<file path="config.mk">
export PLATFORM = sky130hd
export DESIGN_NAME = pc_sequencer
export DESIGN_NICKNAME = d
export VERILOG_FILES = /design/src/rtl/pc_sequencer.sv
export SDC_FILE = /design/constraint.sdc
export NUM_CORES = 1
export LEC_CHECK = 0
export ABC_AREA = 1
export CORE_MARGIN = 1.5
export CORE_UTILIZATION = 40
export DETAILED_ROUTE_END_ITERATION = 10
export PLACE_DENSITY = 0.78
export SETUP_SLACK_MARGIN = 0.02
export SLEW_MARGIN = 20
export SYNTH_ARGS = -nofsm -noshare
export SYNTH_HDL_FRONTEND = slang
export SYNTH_SLANG_ARGS = --single-unit
</file>
<file path="constraint.sdc">
create_clock -name clk -period 1.7 [get_ports clk]
set_input_delay 0.255 -clock clk [delete_from_list [all_inputs] [get_ports clk]]
set_output_delay 0.255 -clock clk [all_outputs]
set_load 0.02 [all_outputs]
</file>
<file path="src/rtl/pc_sequencer.sv">
// Instruction-fetch sequencer: owns the PC, picks the next fetch address,
// raises redirect flushes and drains the pipeline into a halted state.
module pc_sequencer #(
    parameter int          B            = 32,
    parameter logic [31:0] RESET_PC     = 32'h0000_0000,
    parameter int          DRAIN_CYCLES = 4
) (
    input  logic         clk,
    input  logic         reset,
    input  logic         ena,
    input  logic         stall,
    input  logic         branch_taken,
    input  logic [B-1:0] branch_pc_plus4,
    input  logic [B-1:0] branch_offset,
    input  logic         jump,
    input  logic [25:0]  jump_index,
    input  logic         jump_reg,
    input  logic [B-1:0] jump_reg_addr,
    input  logic         halt_detected,
    output logic [B-1:0] pc_out,
    output logic [B-1:0] pc_plus4,
    output logic         fetch_valid,
    output logic         flush_if_id,
    output logic         flush_id_ex,
    output logic         halted,
    output logic [B-1:0] cycle_count
);

    typedef enum logic [1:0] {
        RUN    = 2'd0,
        DRAIN  = 2'd1,
        HALTED = 2'd2
    } state_t;

    localparam logic [3:0]   DRAIN_INIT = 4'(DRAIN_CYCLES - 1);
    localparam logic [B-1:0] PC_INIT    = B'(RESET_PC);

    state_t       state_q, state_d;
    logic [B-1:0] pc_q, pc_d;
    logic [3:0]   drain_cnt_q, drain_cnt_d;
    logic [B-1:0] cycle_q, cycle_d;

    logic [B-1:0] branch_target;
    logic [B-1:0] jump_target;
    logic         flush_if_id_raw;
    logic         flush_id_ex_raw;

    assign pc_plus4      = pc_q + B'(4);
    assign branch_target = branch_pc_plus4 + (branch_offset << 2);
    assign jump_target   = {pc_plus4[B-1:28], jump_index, 2'b00};

    always_comb begin
        state_d         = state_q;
        pc_d            = pc_q;
        drain_cnt_d     = drain_cnt_q;
        fetch_valid     = 1'b0;
        flush_if_id_raw = 1'b0;
        flush_id_ex_raw = 1'b0;

        case (state_q)
            RUN: begin
                fetch_valid = 1'b1;
                if (branch_taken) begin
                    pc_d            = branch_target;
                    fetch_valid     = 1'b0;
                    flush_if_id_raw = 1'b1;
                    flush_id_ex_raw = 1'b1;
                // A stalled jump must not redirect; it is retried once the stall clears
                end else if (stall && (jump || jump_reg)) begin
                    pc_d = pc_q;
                end else if (jump_reg) begin
                    pc_d            = jump_reg_addr;
                    fetch_valid     = 1'b0;
                    flush_if_id_raw = 1'b1;
                end else if (jump) begin
                    pc_d            = jump_target;
                    fetch_valid     = 1'b0;
                    flush_if_id_raw = 1'b1;
                end else if (halt_detected) begin
                    state_d     = DRAIN;
                    drain_cnt_d = DRAIN_INIT;
                end else if (!stall) begin
                    pc_d = pc_plus4;
                end
            end
            DRAIN: begin
                flush_if_id_raw = 1'b1;
                // A taken branch here means the HALT sat on a wrong path
                if (branch_taken) begin
                    pc_d            = branch_target;
                    flush_id_ex_raw = 1'b1;
                    state_d         = RUN;
                end else if (drain_cnt_q == 4'd0) begin
                    state_d = HALTED;
                end else begin
                    drain_cnt_d = drain_cnt_q - 4'd1;
                end
            end
            default: begin
                state_d = state_q;
            end
        endcase
    end

    always_comb begin
        cycle_d = cycle_q;
        if ((state_q != HALTED) && (cycle_q != '1)) begin
            cycle_d = cycle_q + B'(1);
        end
    end

    assign flush_if_id = flush_if_id_raw && ena && !reset;
    assign flush_id_ex = flush_id_ex_raw && ena && !reset;

    always_ff @(posedge clk) begin
        if (reset) begin
            state_q     <= RUN;
            pc_q        <= PC_INIT;
            drain_cnt_q <= 4'd0;
            cycle_q     <= '0;
        end else if (ena) begin
            state_q     <= state_d;
            pc_q        <= pc_d;
            drain_cnt_q <= drain_cnt_d;
            cycle_q     <= cycle_d;
        end
    end

    assign pc_out      = pc_q;
    assign halted      = (state_q == HALTED);
    assign cycle_count = cycle_q;

endmodule

</file>
==> tab_implementation.tex, run 1 <==
\begin{tabular}{lr}
\hline
Metric & Value \\
\hline
\multicolumn{2}{l}{\textbf{Status}} \\
\quad Outcome & complete, but fails checks \\
\quad Violations in the final reports & setup timing \\
\multicolumn{2}{l}{\textbf{Yosys}} \\
\quad Summed instance area of the synthesized netlist & 7250 sq um \\
\quad Share of the synthesized area in the top cell type & 23.6\% \\
\quad Net count after synthesis & 1486 \\
\quad Number of enable flip-flop cells after synthesis & 0 \\
\quad Synth top area cells & nand2\_1, dfxtp\_1, a21oi\_1 \\
\quad Synthesized flop and latch total & 70 \\
\quad Share of async-settable or async-resettable flops after synthesis & 0\% \\
\quad Number of instances in the synthesized netlist & 1322 \\
\quad Post-synthesis cell type with the largest combined area & nand2\_1 \\
\quad Count of warnings emitted by yosys & 0 \\
\quad Post-synth top flop & dfxtp\_1 \\
\quad Sequential fraction of the synthesis area & 19.3\% \\
\quad Average size of a mapped cell & 5.48 sq um \\
\quad Count of different cell masters after synthesis & 39 \\
\multicolumn{2}{l}{\textbf{Floorplanning}} \\
\quad Die width & 138 um \\
\quad Effective utilization at floorplan & 40.6\% \\
\quad Core Box Area & 17800 sq um \\
\quad Die ar. & 18900 sq um \\
\quad Floorplan die height & 138 um \\
\quad I/O pin total & 230 \\
\quad Cell Rows & 49 \\
\multicolumn{2}{l}{\textbf{Global route}} \\
\quad Antenna violations before repair & 0 \\
\quad Via count of the first global-routing pass & 10.3k \\
\quad Maximum number of pins on one net before global-route repair & 37 \\
\quad First-pass GRT wire length & 51400 um \\
\quad Global route total overflow & 0 \\
\quad Overall routing resource usage & 35.1\% \\
\multicolumn{2}{l}{\textbf{Clock network}} \\
\quad Root Driver & clkbuf\_16 \\
\quad Clock latency on the worst-skew pair & 0.35 ns \\
\quad CTS Buffer Depth & 2 \\
\quad Total CTS buffers & 9 \\
\quad Number of H-tree branching levels & 3 \\
\quad Clock slew seen by the registers of the worst setup and hold paths & 0.06 ns \\
\quad CTS tree & done \\
\quad Sink count of the clock tree & 70 \\
\multicolumn{2}{l}{\textbf{Worst setup path}} \\
\quad Required arrival time at the worst endpoint & 1.44 ns \\
\quad Buffering stage count on the worst path with inverters included & 3 \\
\quad Library cell contributing the largest single delay on the critical path & dfxtp\_4 \\
\quad Crit Reg-Reg Endpoint & cycle\_count[24]\$\_SDFFE\_PP0P\_ \\
\quad Critical Path Most Common Cell & nand2\_4 \\
\quad Family with the most delay on the worst path & simple AND/OR/NAND/NOR gates \\
\quad Sort of element at the start of the critical path & flip-flop \\
\quad Worst reg-to-reg path cell count & 10 \\
\quad Startpoint of the most critical register-to-register path & cycle\_count[0]\$\_SDFFE\_PP0P\_ \\
\quad Top fanout value on the critical path & 4 \\
\quad Internal reg-to-reg setup slack & -0.40 ns \\
\quad Largest stage delay, worst path & 0.38 ns \\
\quad Sequence of cells on the critical path & ha\_4, nand2\_4, nor2\_4, nand2\_4, nor2\_4, buf\_6, nand3\_2, nand2\_4, inv\_2, buf\_6 \\
\quad Kind of end point of the critical path & primary output \\
\quad Crit path arrival time & 1.89 ns \\
\quad Class of the most critical setup path & reg -> out \\
\multicolumn{2}{l}{\textbf{Power and ir drop}} \\
\quad Pwr dens & 519 nW/um\^{}2 \\
\quad Total design power & 7.26 mW \\
\quad Worst ir drop on vdd & 0.515 mV \\
\quad P\_leak & 7.02 nW \\
\multicolumn{2}{l}{\textbf{Timing}} \\
\quad Worst slew slack as a fraction of its limit & 68.1\% \\
\quad Worst Tran Pin Value & 0.479 ns \\
\quad Max Slew Vio Count & 0 \\
\quad Smallest setup slack after layout & -0.448 ns \\
\quad Maximum achievable frequency & 466 MHz \\
\quad Final-report setup violation count & 83 \\
\quad RSZ-0062 raised after global routing & yes \\
\quad Shortest clock period the worst path allows after layout & 2.15 ns \\
\quad Final Hold Violating Endpoints & 0 \\
\quad Worst setup skew after layout & 0.0136 ns \\
\quad Final Cycle Share & 126\% \\
\quad Setup\_tns & -24.14 ns \\
\multicolumn{2}{l}{\textbf{Min path}} \\
\quad Hold Path Class & in -> reg \\
\quad Hold Path Cell Cnt & 4 \\
\quad Launch point of the worst hold path & branch\_pc\_plus4[2] \\
\quad Endpoint of the worst hold-timing path & pc\_out[2]\$\_SDFFE\_PP0P\_ \\
\multicolumn{2}{l}{\textbf{Detailed routing}} \\
\quad Total routed wire length on the met1 layer & 14100 um \\
\quad Routed via count & 11.0k \\
\quad Number of nets still failing antenna checks after routing & 0 \\
\quad Highest routed metal layer & met4 \\
\quad First drt pass iteration count & 6 \\
\quad Detailed route wirelength on metal3 & 3220 um \\
\quad Vias per cell & 5.44 \\
\quad Residual DRC count & 0 \\
\quad Drt initial violations & 931 \\
\quad Post-detailed-routing wire length & 35800 um \\
\quad Routed wirelength normalized by instance count & 17.7 um \\
\quad Routed met2 length & 16600 um \\
\multicolumn{2}{l}{\textbf{Final layout}} \\
\quad Post-layout utilization of the core & 78.4\% \\
\quad Area overhead of the layout relative to synthesis & 92.8\% \\
\quad Antenna diode instance count & 0 \\
\quad Layout cells sized above 1 & 35.8\% \\
\quad Fin nets & 1956 \\
\quad Fill count & 1251 \\
\multicolumn{2}{l}{\textbf{Flow run}} \\
\quad Max Cap Viol & 0 \\
\multicolumn{2}{l}{\textbf{Placement}} \\
\quad RePlAce Congestion & 0.988 \\
\quad Number of I/O port buffers & 227 \\
\quad Post-detail-place hpwl & 24600 um \\
\hline
\end{tabular}
==> timing repair <==
action | in CTS | in global routing
cloned | 6 | 1
buffers inserted | 42 | 22
pin swaps | 106 | 51
gates resized for setup | 531 | 150
endpoints found under the hold margin | 0 | 0
setup endpoints to repair | 134 | 114
hold buffers | 0 | 0
==> synthesized netlist by cell type (5+ instances only) <==
master / number
nor4_1: 5
o21ai_0: 68
nand3_1: 79
ha_1: 33
nand3b_1: 6
xnor2_1: 14
nor2_1: 157
nor3_1: 18
dfxtp_1: 70
nor2_2: 5
clkbuf_1: 26
buf_2: 6
nand4_1: 16
nand2_1: 455
xor2_1: 33
a21oi_1: 127
inv_2: 5
inv_1: 161
==> worst min-delay path: cells and delay by family <==
kind                       cells  cell delay, ns
adders and majority gates      1            0.14
AOI/OAI and AO/OA              1            0.15
buffers and inverters          1            0.20
and+or+nand+nor                1            0.06
==> cells in the final DEF (no fill, tap or decap), drive strengths merged <==
cell | netlist | routed
nand3 | 79 | 79
nor3 | 21 | 21
clkdlybuf4s15 | 0 | 1
inv | 166 | 170
nor4 | 5 | 5
clkinv | 1 | 4
dlygate4sd2 | 0 | 84
fa | 1 | 1
o21ai | 69 | 69
a21o | 1 | 1
o21a | 1 | 1
nor2 | 162 | 162
o221ai | 1 | 1
a31oi | 4 | 4
ha | 33 | 33
dfxtp | 70 | 70
a211oi | 1 | 1
nand2 | 457 | 457
and3 | 1 | 1
clkdlybuf4s50 | 0 | 82
bufinv | 0 | 1
xnor2 | 14 | 14
o211ai | 4 | 4
buf | 13 | 299
clkbuf | 26 | 12
xor2 | 33 | 33
nand3b | 6 | 6
or2 | 2 | 2
nand4 | 17 | 17
o21bai | 3 | 3
a21oi | 127 | 127
and2 | 4 | 4
dlymetal6s2s | 0 | 28
==> worst max path at each step <==
| stage | startpoint | end | slack [ns] | cells after the start |
|---|---|---|---|---|
| after global routing | pc_out[3]$_SDFFE_PP0P_ | pc_plus4[28] | -0.49 | 10 |
| after global placement | branch_pc_plus4[7] | pc_out[17]$_SDFFE_PP0P_ | -0.63 | 13 |
| after detailed placement | branch_offset[8] | pc_out[26]$_SDFFE_PP0P_ | -0.68 | 14 |
| after floorplan | cycle_count[1]$_SDFFE_PP0P_ | cycle_count[27]$_SDFFE_PP0P_ | -0.15 | 11 |
| final | pc_out[3]$_SDFFE_PP0P_ | pc_plus4[20] | -0.45 | 10 |
| after CTS | pc_out[3]$_SDFFE_PP0P_ | pc_plus4[20] | -0.39 | 11 |
==> routing by layer <==
| layer | up-vias | track usage, % |
|---|---|---|
| met2 | 675 | 59.3 |
| met3 | 148 | 4.93 |
| met1 | 5056 | 44.3 |
| met5 | - | 0 |
| li1 | 5149 | - |
| met4 | 0 | 15.7 |
==> cell type report <==
cell class | count | area [sq um] | share of cell area (%)
tap | 229 | 287 | 2.05
sequential | 70 | 1450 | 10.4
clock inverter | 5 | 55.1 | 0.394
timing repair inverter | 3 | 51.3 | 0.367
inverter | 167 | 649 | 4.64
clock buffer | 11 | 254 | 1.82
timing repair buffer | 495 | 4560 | 32.6
multi-input combinational | 1046 | 6680 | 47.8
==> per-stage QoR <==
| step | cells | cell area [sq um] | setup slack (ns) | hold slack [ns] |
|---|---|---|---|---|
| after CTS | 2014 | 13300 | -0.390 | 0.497 |
| after global routing | 2026 | 14000 | -0.492 | 0.503 |
| after floorplan | 1322 | 7530 | -0.154 | 0.453 |
| final | 2026 | 14000 | -0.448 | 0.493 |
| after detailed placement | 1956 | 11500 | -0.680 | 0.499 |
| after global placement | 1956 | 11500 | -0.626 | 0.478 |
==> power by group <==
group          switching (mW)  internal (mW)
clock                   0.818           1.23
combinational            1.81           1.58
sequential             0.0892           1.73
==> state kept, by name (all words and copies together) (netlist names) <==
register and cells:
state_q 2, pc_out 32, drain_cnt_q 4, cycle_count 32
==> cells by family after synthesis <==
group | synth area share (%)
and+or+nand+nor | 42.8
AOI/OAI and AO/OA | 15.0
buffers and inverters | 11.2
adders and majority gates | 5.97
DFF | 19.3
xor gates and xnor gates | 5.68
No activity file was read; power rests on OpenSTA's default activity.
==> run 2: changes to the inputs <==
GPL_ROUTABILITY_DRIVEN = 1   (was default)
==> results of run 2 <==
No change in the layout: final DEF, timing and power equal those of run 1.
